### config.mk
export PLATFORM = sky130hd
export DESIGN_NAME = grid_mem_port_a_arbiter_flat
export DESIGN_NICKNAME = d
export VERILOG_FILES = /design/src/rtl/grid_mem_port_a_arbiter_if.sv /design/src/rtl/grid_mem_port_a_arbiter.sv /design/src/flat_wrapper.sv
export SDC_FILE = /design/constraint.sdc
export NUM_CORES = 1
export LEC_CHECK = 0
export ABC_AREA = 1
export CORE_MARGIN = 5
export CORE_UTILIZATION = 41
export CTS_BUF_LIST = sky130_fd_sc_hd__clkbuf_8
export CTS_CLUSTER_DIAMETER = 100
export DETAILED_ROUTE_END_ITERATION = 8
export HOLD_SLACK_MARGIN = 0.06
export PLACE_DENSITY = 0.86
export SYNTH_ARGS = -nofsm -noshare
export SYNTH_HDL_FRONTEND = slang
export SYNTH_SLANG_ARGS = --single-unit
### constraint.sdc
create_clock -name clk -period 1.8 [get_ports clk]
set_clock_uncertainty 0.2 [all_clocks]
set_input_delay 0.36 -clock clk [delete_from_list [all_inputs] [get_ports clk]]
set_output_delay 0.36 -clock clk [all_outputs]
set_load 0.01 [all_outputs]
### src/rtl/grid_mem_port_a_arbiter_if.sv
// Requester command and read-response bundle for the vga_mem port A arbiter.
// The master side holds both requesters and consumes responses; the slave side is the arbiter.
interface grid_mem_port_a_arbiter_if #(
    parameter int AW = 16,
    parameter int DW = 8
);
    logic          req0_valid;
    logic          req0_ready;
    logic          req0_we;
    logic [AW-1:0] req0_addr;
    logic [DW-1:0] req0_wdata;

    logic          req1_valid;
    logic          req1_ready;
    logic          req1_we;
    logic [AW-1:0] req1_addr;
    logic [DW-1:0] req1_wdata;

    logic          rsp_valid;
    logic          rsp_id;
    logic [DW-1:0] rsp_data;

    modport master (
        output req0_valid, req0_we, req0_addr, req0_wdata,
        output req1_valid, req1_we, req1_addr, req1_wdata,
        input  req0_ready, req1_ready,
        input  rsp_valid, rsp_id, rsp_data
    );

    modport slave (
        input  req0_valid, req0_we, req0_addr, req0_wdata,
        input  req1_valid, req1_we, req1_addr, req1_wdata,
        output req0_ready, req1_ready,
        output rsp_valid, rsp_id, rsp_data
    );
endinterface

### src/rtl/grid_mem_port_a_arbiter.sv
// Port A owner for vga_mem: round-robin between game logic (0) and line-clear engine (1),
// plus a built-in sweep that fills the whole grid with FILL.
//
//   state    | meaning
//   ---------+-----------------------------------------------------------
//   ST_IDLE  | arbitrating requesters; clear_start launches a sweep
//   ST_CLEAR | writing FILL to addresses 0..DEPTH-1, requesters stalled
module grid_mem_port_a_arbiter #(
    parameter int            AW    = 16,
    parameter int            DW    = 8,
    parameter int            DEPTH = 4096,
    parameter logic [DW-1:0] FILL  = '0
) (
    input  logic                         clk,
    input  logic                         rst,
    grid_mem_port_a_arbiter_if.slave     bus,
    input  logic                         clear_start,
    output logic                         clear_busy,
    output logic                         clear_done,
    output logic [AW-1:0]                mem_addr_a,
    output logic [DW-1:0]                mem_data_a,
    output logic                         mem_we_a,
    input  logic [DW-1:0]                mem_q_a
);
    localparam logic [0:0]    ST_IDLE  = 1'b0;
    localparam logic [0:0]    ST_CLEAR = 1'b1;
    localparam logic [AW-1:0] LAST     = AW'(DEPTH - 1);

    logic [0:0]    state;
    logic [AW-1:0] cnt;
    logic          rr_pri;      // requester favoured on the next tie
    logic          rd_pend;
    logic          rd_id;
    logic          rsp_valid_q;
    logic          rsp_id_q;

    logic          accept_ok;
    logic          gnt0;
    logic          gnt1;
    logic          sel_we;
    logic [AW-1:0] sel_addr;
    logic [DW-1:0] sel_wdata;

    always_comb begin
        accept_ok = (state == ST_IDLE) && !clear_start;
        gnt0      = accept_ok && bus.req0_valid && (!bus.req1_valid || !rr_pri);
        gnt1      = accept_ok && bus.req1_valid && (!bus.req0_valid ||  rr_pri);
        sel_we    = gnt1 ? bus.req1_we    : bus.req0_we;
        sel_addr  = gnt1 ? bus.req1_addr  : bus.req0_addr;
        sel_wdata = gnt1 ? bus.req1_wdata : bus.req0_wdata;
    end

    assign bus.req0_ready = gnt0;
    assign bus.req1_ready = gnt1;
    assign bus.rsp_valid  = rsp_valid_q;
    assign bus.rsp_id     = rsp_id_q;
    assign bus.rsp_data   = mem_q_a;

    always_ff @(posedge clk or posedge rst) begin
        if (rst) begin
            state       <= ST_IDLE;
            cnt         <= '0;
            rr_pri      <= 1'b0;
            rd_pend     <= 1'b0;
            rd_id       <= 1'b0;
            rsp_valid_q <= 1'b0;
            rsp_id_q    <= 1'b0;
            clear_busy  <= 1'b0;
            clear_done  <= 1'b0;
            mem_addr_a  <= '0;
            mem_data_a  <= '0;
            mem_we_a    <= 1'b0;
        end else begin
            clear_done  <= 1'b0;
            rd_pend     <= 1'b0;
            // Read data leaves vga_mem one cycle after the command, so the tag trails by two.
            rsp_valid_q <= rd_pend;
            if (rd_pend) begin
                rsp_id_q <= rd_id;
            end

            if (state == ST_IDLE) begin
                if (clear_start) begin
                    state      <= ST_CLEAR;
                    cnt        <= '0;
                    clear_busy <= 1'b1;
                    mem_we_a   <= 1'b1;
                    mem_addr_a <= '0;
                    mem_data_a <= FILL;
                end else if (gnt0 || gnt1) begin
                    mem_we_a   <= sel_we;
                    mem_addr_a <= sel_addr;
                    mem_data_a <= sel_wdata;
                    rd_pend    <= !sel_we;
                    rd_id      <= gnt1;
                    rr_pri     <= !gnt1;
                end else begin
                    mem_we_a   <= 1'b0;
                end
            end else begin
                // mem_addr_a always equals cnt while sweeping.
                if (cnt == LAST) begin
                    state      <= ST_IDLE;
                    clear_busy <= 1'b0;
                    clear_done <= 1'b1;
                    mem_we_a   <= 1'b0;
                end else begin
                    cnt        <= cnt + AW'(1);
                    mem_addr_a <= cnt + AW'(1);
                end
            end
        end
    end
endmodule

### src/flat_wrapper.sv
// flat-port wrapper written by rule: the top's interface ports become plain ports
module grid_mem_port_a_arbiter_flat 
#(
    parameter int            AW    = 16,
    parameter int            DW    = 8,
    parameter int            DEPTH = 4096,
    parameter logic [DW-1:0] FILL  = '0
)
  (clk, rst, clear_start, clear_busy, clear_done, mem_addr_a, mem_data_a, mem_we_a, mem_q_a, bus_req0_valid, bus_req0_we, bus_req0_addr, bus_req0_wdata, bus_req1_valid, bus_req1_we, bus_req1_addr, bus_req1_wdata, bus_req0_ready, bus_req1_ready, bus_rsp_valid, bus_rsp_id, bus_rsp_data);
  grid_mem_port_a_arbiter_if #(.AW(AW), .DW(DW)) bus_i ();
  input  logic clk;
  input  logic rst;
  input  logic clear_start;
  output logic clear_busy;
  output logic clear_done;
  output logic [AW-1:0] mem_addr_a;
  output logic [DW-1:0] mem_data_a;
  output logic mem_we_a;
  input  logic [DW-1:0] mem_q_a;
  input wire logic [$bits(bus_i.req0_valid)-1:0] bus_req0_valid;
  input wire logic [$bits(bus_i.req0_we)-1:0] bus_req0_we;
  input wire logic [$bits(bus_i.req0_addr)-1:0] bus_req0_addr;
  input wire logic [$bits(bus_i.req0_wdata)-1:0] bus_req0_wdata;
  input wire logic [$bits(bus_i.req1_valid)-1:0] bus_req1_valid;
  input wire logic [$bits(bus_i.req1_we)-1:0] bus_req1_we;
  input wire logic [$bits(bus_i.req1_addr)-1:0] bus_req1_addr;
  input wire logic [$bits(bus_i.req1_wdata)-1:0] bus_req1_wdata;
  output wire logic [$bits(bus_i.req0_ready)-1:0] bus_req0_ready;
  output wire logic [$bits(bus_i.req1_ready)-1:0] bus_req1_ready;
  output wire logic [$bits(bus_i.rsp_valid)-1:0] bus_rsp_valid;
  output wire logic [$bits(bus_i.rsp_id)-1:0] bus_rsp_id;
  output wire logic [$bits(bus_i.rsp_data)-1:0] bus_rsp_data;
  assign bus_i.req0_valid = bus_req0_valid;
  assign bus_i.req0_we = bus_req0_we;
  assign bus_i.req0_addr = bus_req0_addr;
  assign bus_i.req0_wdata = bus_req0_wdata;
  assign bus_i.req1_valid = bus_req1_valid;
  assign bus_i.req1_we = bus_req1_we;
  assign bus_i.req1_addr = bus_req1_addr;
  assign bus_i.req1_wdata = bus_req1_wdata;
  assign bus_req0_ready = bus_i.req0_ready;
  assign bus_req1_ready = bus_i.req1_ready;
  assign bus_rsp_valid = bus_i.rsp_valid;
  assign bus_rsp_id = bus_i.rsp_id;
  assign bus_rsp_data = bus_i.rsp_data;
  grid_mem_port_a_arbiter #(.AW(AW), .DW(DW), .DEPTH(DEPTH), .FILL(FILL)) u_core (.clk(clk), .rst(rst), .bus(bus_i), .clear_start(clear_start), .clear_busy(clear_busy), .clear_done(clear_done), .mem_addr_a(mem_addr_a), .mem_data_a(mem_data_a), .mem_we_a(mem_we_a), .mem_q_a(mem_q_a));
endmodule
==> results of run 1 <==
## worst paths after layout
kind | to | cells past startpoint
min reg2reg | u_core.bus.rsp_valid$_DFF_PP0_ | 0
min | u_core.mem_addr_a[2]$_DFFE_PP0P_ | 3
min in group clk | u_core.bus.rsp_valid$_DFF_PP0_ | 0
max in group asynchronous | u_core.mem_addr_a[9]$_DFFE_PP0P_ | 3
max | u_core.mem_addr_a[13]$_DFFE_PP0P_ | 12
max reg2reg | u_core.mem_addr_a[13]$_DFFE_PP0P_ | 12
## metrics by stage
step                      power [mW]  cells  utilization, %
after global placement          1.38    542            59.3
after floorplan                 1.22    370               -
final                           2.34    560            67.1
after detailed placement        1.38    542            59.3
after global routing            2.40    560            67.1
after CTS                       2.32    558            63.6
## critical path, stage by stage (launching register included)
cell	delay, ns
dfrtp_1	0.43
inv_1	0.10
nand2_2	0.09
nand2_4	0.09
nor2_4	0.05
buf_8	0.12
inv_8	0.08
nand2_8	0.06
nor2_8	0.14
buf_6	0.13
buf_12	0.13
nand3_2	0.09
nand2_1	0.11
## cell type report
class / count / area, sq um / share of cell area (%)
Multi-Input combinational cell: 263 / 1410 / 32.8
Timing Repair Buffer: 123 / 1270 / 29.5
Sequential cell: 49 / 1230 / 28.4
Inverter: 40 / 166 / 3.86
Tap cell: 77 / 96.3 / 2.23
Clock buffer: 5 / 68.8 / 1.60
Clock inverter: 3 / 68.8 / 1.60
## timing repair
item | 4_1_cts | 5_1_grt
hold buffers | 0 | 0
cloned | 2 | 0
setup buffers | 6 | 4
setup endpoints to repair | 47 | 59
hold endpoints to repair | 0 | 0
pin swaps | 5 | 12
gates resized for setup | 29 | 76
## power by group through the flow
stage	clock (mW)	combinational [mW]	sequential, mW
2_1_floorplan	0	0.0652	1.15
3_3_place_gp	0	0.228	1.15
3_5_place_dp	0	0.232	1.15
4_1_cts	0.961	0.233	1.13
5_1_grt	1.01	0.262	1.13
6_report	0.958	0.247	1.13
## logic make-up after synthesis
logic type	after synthesis	share of synthesized area, %
DFF	49	44.9
buffers and inverters	59	10.4
muxes	1	0.412
adders and majority gates	1	0.458
xor gates and xnor gates	1	0.320
AOI/OAI and AO/OA	80	15.0
and+or+nand+nor	179	28.6
## per-layer routing
metal  vias up  track usage, %  wire length (um)
met5         -               0                 0
met4         0            10.6               662
li1       1418               -                 -
met2       275            40.1              5460
met3        89            6.87              1180
met1      1537            24.6              3870
## synth_stat cells (2+ instances only)
library cell,instances
clkbuf_1,3
o21bai_1,3
nand4_1,2
nor2_1,27
inv_4,2
a21oi_1,24
nand2_2,2
nor2_2,2
nand2_4,2
inv_1,36
nand3_1,38
nor2_4,2
buf_4,10
dfrtp_1,49
nand2_1,102
buf_2,4
buf_6,2
o21ai_0,52
## layout by cell type (no fill, tap or decap), drive strengths merged
master,count
dfrtp,49
clkbuf,5
nand4,2
o21ai,52
clkdlybuf4s50,55
o22ai,1
buf,40
mux2,1
ha,1
bufinv,2
o21bai,3
dlymetal6s2s,20
xor2,1
dlygate4sd2,8
clkinv,1
a21oi,24
nor2,32
inv,40
nor3,1
nand2,107
nand3,38
==> results by group, run 1 <==
Die
  – Starting density of the core: ~43%
  – Die area: approximately 8400 sq um
  – FP Rows: 29
  – Die Width: ~92 um
  – Core area: about 6400 sq um
  – IO Pins: 102
  – Die Y: about 92 um

Power
  – Max VDD drop: a little over 0.0005 V
  – Sw Ratio: between 20% and 30%
  – Clk pwr share: around two fifths
  – Power share of the sequential group: 48.4%
  – Leakage power: 2.32 nW
  – Pwr Density: around 540 nW/um^2
  – Internal Power: 1.82 mW
  – Sw Pwr: just over 0.5 mW
  – Gate power share: 10.6%

Worst setup path
  – CP Class: flop to flop
  – Critical Path Fanout Max: 10
  – CP arrival: 1.92 ns
  – Critical Path Sink Type: flop
  – Crit path from: u_core.rr_pri$_DFFE_PP0P_
  – R2R Setup Slk: -0.08 ns
  – RR Startpoint: u_core.rr_pri$_DFFE_PP0P_
  – Worst EP required: 1.84 ns
  – Setup crit start kind: flop

STA
  – Worst-margin pin slew: roughly 0.43 ns
  – Max Transition Viols Final: 0
  – Worst hold slack: 0.204 ns
  – Final hold violations: 0
  – Fin crit period: around 1.9 ns
  – Final setup TNS: -0.698 ns
  – Crit share post-route: 104%
  – RSZ-0062 raised after global routing: yes
  – Max Fclk: 532 MHz
  – Max-slew headroom: a little under three quarters
  – Final setup fails: 26
  – Setup WS post-layout: -0.0793 ns

Clock network
  – Sink Count: 49
  – TritonCTS Buffers: 5
  – Htree depth: 2
  – CTS Root Cell: clkbuf_8
  – Clock buffer depth: 2
  – Clock latency on the worst-skew pair: 0.31 ns
  – CTS clk-pin slew, worst paths: 0.09 ns
  – CTS tree: done

Layout
  – N_diodes: 0
  – Fin area: 4310 sq um
  – Layout cells sized above 1: 19.5%
  – Area Overhead vs Synth: 57.7%
  – Biggest regs: u_core.cnt (16), u_core.mem_addr_a (16), u_core.mem_data_a (8)
  – Net count, final: ~550
  – Fillers: between 300 and 400

Logic synthesis
  – Post-Syn Area per Cell: roughly 7.4 sq um
  – Share of the synthesized area in the top cell type: between 40% and 50%
  – Yosys top cell by area: dfrtp_1
  – Synth Instances: 370
  – Distinct cell type count after synthesis: 26
  – Top_reg_cell synth: dfrtp_1
  – Seq/Total Area, Yosys: between 40 and 50%
  – Async S/R FF share, synth: 100%
  – Post-Syn Nets: ~430
  – YS warnings: 0
  – Area contributors post-synth: dfrtp_1, nand2_1, o21ai_0, nand3_1, inv_1
  – Yosys reg bits: slightly below 50
  – Post-synth EDFFs: 0
  – Synth Cell Area: 2730 sq um

Routing
  – DRT iter0 DRCs: around 440
  – Final ANT Viol Nets: 0
  – Wirelength per Cell: between 15 and 20 um
  – TritonRoute pass-1 iters: 5
  – Residual DRC: 0
  – DR vias: about 3,300
  – Via density: around 6
  – Total wire length: 11,200 um

Global routing
  – Largest net degree at the start of global routing: 50
  – Total grt overflow: 0
  – Vias in the first global route: between 3,000 and 4,000
  – All-Layer GR Usage: between 20% and 30%
  – First-pass GRT wire length: roughly 15,000 um
  – Initial antenna violation count: 0

Place
  – RD Place Congestion: 0.888
  – DP HPWL: ~6600 um
  – Pre-CTS setup slack: -0.556 ns
  – PortBufs: between 80 and 90
  – Placed cell area: between 3000 and 4000 sq um

Outcome
  – Status: finished with violations
  – Violated checks: negative setup slack

Flow run
  – Max cap viols: 0

Worst hold path
  – Min-delay worst type: primary input to async pin
No activity file was read; power rests on OpenSTA's default activity.
==> inputs of run 2 (changes only) <==
Settings changed: MAX_ROUTING_LAYER set to met4.
Clock period 1.8 ns to 1.5 ns, I/O delays scaled along.
==> results by group, run 2 (same netlist as run 1, synthesis figures left out) <==
Outcome
  – Status: finished with violations
  – Violated checks: negative setup slack

Worst setup path
  – Worst EP required: 1.57 ns (-0.27 ns)
  – CP arrival: 2.10 ns (+0.18 ns)
  – CP Class: flop to flop
  – Critical Path Sink Type: flop
  – Reg2reg path depth: 9 (-3)
  – Setup crit start kind: flop
  – Critical Path Fanout Max: 8 (-2)

Clock network
  – TritonCTS Buffers: 5 (unchanged)
  – Clock buffer depth: 2 (unchanged)
  – CTS clk-pin slew, worst paths: 0.11 ns (+0.02 ns)
  – CTS Root Cell: clkbuf_8
  – Sink Count: 49 (unchanged)
  – Htree depth: 2 (unchanged)
  – Clock latency on the worst-skew pair: 0.33 ns (+0.02 ns)
  – CTS tree: done

Global routing
  – Total grt overflow: 0 (unchanged)
  – Initial antenna violation count: 0 (unchanged)
  – Largest net degree at the start of global routing: 30 (-40%)
  – First-pass GRT wire length: 21,500 um (+41%)
  – All-Layer GR Usage: 33.9% (+11 points)
  – Vias in the first global route: 4,028 (+25%)

Routing
  – TritonRoute pass-1 iters: 7 (+2)
  – Via density: 6.84 (+15%)
  – DRT iter0 DRCs: 778 (+75%)
  – Residual DRC: 0 (unchanged)
  – Total wire length: 17,900 um (+60%)
  – DR vias: 4,227 (+27%)
  – Final ANT Viol Nets: 0 (unchanged)
  – Wirelength per Cell: 28.9 um (+45%)

Die
  – Starting density of the core: 42.6% (unchanged)
  – FP Rows: 29 (unchanged)
  – Die area: 8400 sq um (unchanged)
  – Die Y: 91.7 um (unchanged)
  – Die Width: 91.7 um (unchanged)
  – Core area: 6420 sq um (unchanged)
  – IO Pins: 102 (unchanged)

Power
  – Max VDD drop: 0.000607 V (+17%)
  – Pwr Density: 555 nW/um^2 (+2.3%)
  – Leakage power: 2.45 nW (+5.5%)

STA
  – Final setup TNS: -16.11 ns (-15.41 ns)
  – Crit share post-route: 135% (+31 points)
  – RSZ-0062 raised after global routing: yes
  – Max-slew headroom: 63.8% (-7.4 points)
  – Max Transition Viols Final: 0 (unchanged)
  – Max Fclk: 492 MHz (-7.5%)
  – Final setup fails: 55 (+110%)
  – Worst-margin pin slew: 0.537 ns (+0.110 ns)
  – Fin crit period: 2.03 ns (+0.153 ns)
  – Setup WS post-layout: -0.532 ns (-0.453 ns)
  – Final hold violations: 0 (unchanged)

Worst hold path
  – Min-delay worst type: flop to flop
  – Hold path depth: 0

Flow run
  – Max cap viols: 0 (unchanged)

Place
  – Pre-CTS setup slack: -0.721 ns (-0.164 ns)
  – RD Place Congestion: 0.912 (+2.7%)
  – Placed cell area: 4050 sq um (+6.2%)
  – Inst Count DP: 568 (+4.8%)
  – PortBufs: 85 (unchanged)
  – DP HPWL: 7040 um (+7.2%)

Layout
  – Util after Layout: 79.9% (+13 points)
  – Commonest non-fill, non-tap cell in the layout: buf_4
  – Fillers: 263 (-34%)
  – Biggest regs: u_core.cnt (16), u_core.mem_addr_a (16), u_core.mem_data_a (8)
  – Fin cells: 618 (+10%)
  – Net count, final: 604 (+11%)
  – Most frequent cells in the layout: buf_4, nand2_1, clkdlybuf4s50_1
  – Area Overhead vs Synth: 87.6%
  – Fin area: 5130 sq um (+19%)
  – Layout cells sized above 1: 45.5% (+26 points)
  – N_diodes: 0 (unchanged)
[run 2: cell count changes in the layout (fill, tap and decap cells not counted), moves of 18 or more]
| cell | before | now |
|---|---|---|
| nand2_2 | 10 | 35 |
| dlymetal6s2s_1 | 20 | 0 |
| clkdlybuf4s15_1 | 0 | 18 |
| o21ai_0 | 37 | 18 |
| nand2_1 | 92 | 55 |
| buf_4 | 28 | 70 |
[run 2: cell type report]
| class | count | area [sq um] | share of cell area (%) |
|---|---|---|---|
| Multi-Input combinational cell | 263 | 1820 | 35.5 |
| Timing Repair Buffer | 180 | 1670 | 32.5 |
| Sequential cell | 49 | 1230 | 24.0 |
| Tap cell | 77 | 96.3 | 1.88 |
| Inverter | 40 | 181 | 3.54 |
| Clock buffer | 6 | 82.6 | 1.61 |
| Clock inverter | 2 | 33.8 | 0.659 |
| Timing Repair inverter | 1 | 16.3 | 0.317 |
[run 2: metal layers]
metal / part of all wire [%] / vias up / routed length, um / track usage, %
li1: - / 1530 / - / -
met1: 30 / 1932 / 5420 / 37.7
met2: 43 / 542 / 7740 / 55.1
met3: 15 / 223 / 2660 / 8.27
met4: 11 / 0 / 2040 / 20.1
met5: 0 / - / 0 / -
[run 2: path summary, 6_finish.rpt]
check	start	endpoint	slack [ns]
max in group asynchronous	rst	u_core.cnt[13]$_DFFE_PP0P_	0.06
min reg2reg	u_core.rd_pend$_DFF_PP0_	u_core.bus.rsp_valid$_DFF_PP0_	0.29
max reg2reg	u_core.state$_DFF_PP0_	u_core.mem_addr_a[4]$_DFFE_PP0P_	-0.53
min	u_core.rd_pend$_DFF_PP0_	u_core.bus.rsp_valid$_DFF_PP0_	0.29
min in group asynchronous	rst	u_core.mem_addr_a[2]$_DFFE_PP0P_	0.63
max	u_core.state$_DFF_PP0_	u_core.mem_addr_a[4]$_DFFE_PP0P_	-0.53
[run 2: timing repair]
item | CTS | global route
buffers inserted | 32 | 16
resized for setup | 172 | 119
endpoints found under the setup margin | 77 | 71
pin swaps | 42 | 22
gates cloned | 4 | 0
hold buffers | 1 | 0
endpoints found under the hold margin | 3 | 0
[run 2: stage by stage]
step	total power [mW]	hold WS, ns
after CTS	2.64	0.200
after detailed placement	1.67	0.187
after global placement	1.66	0.169
after floorplan	1.46	0.136
after global routing	2.84	0.270
final	2.84	0.288
[run 2: worst max-delay path: stages, from the launching register on]
cell and delay [ns]:
dfrtp_2 0.46, nor2_4 0.22, inv_4 0.07, buf_4 0.14, buf_4 0.19, a21oi_2 0.22, o21ai_0 0.20, nand2_1 0.11
nand2_1 0.07, nand2_1 0.09
[run 2: power by group]
| group | total (mW) | internal, mW | switching, mW |
|---|---|---|---|
| Combinational | 0.377 | 0.200 | 0.177 |
| Clock | 1.10 | 0.540 | 0.562 |
| Sequential | 1.36 | 1.34 | 0.0240 |
| Total | 2.84 | 2.08 | 0.763 |
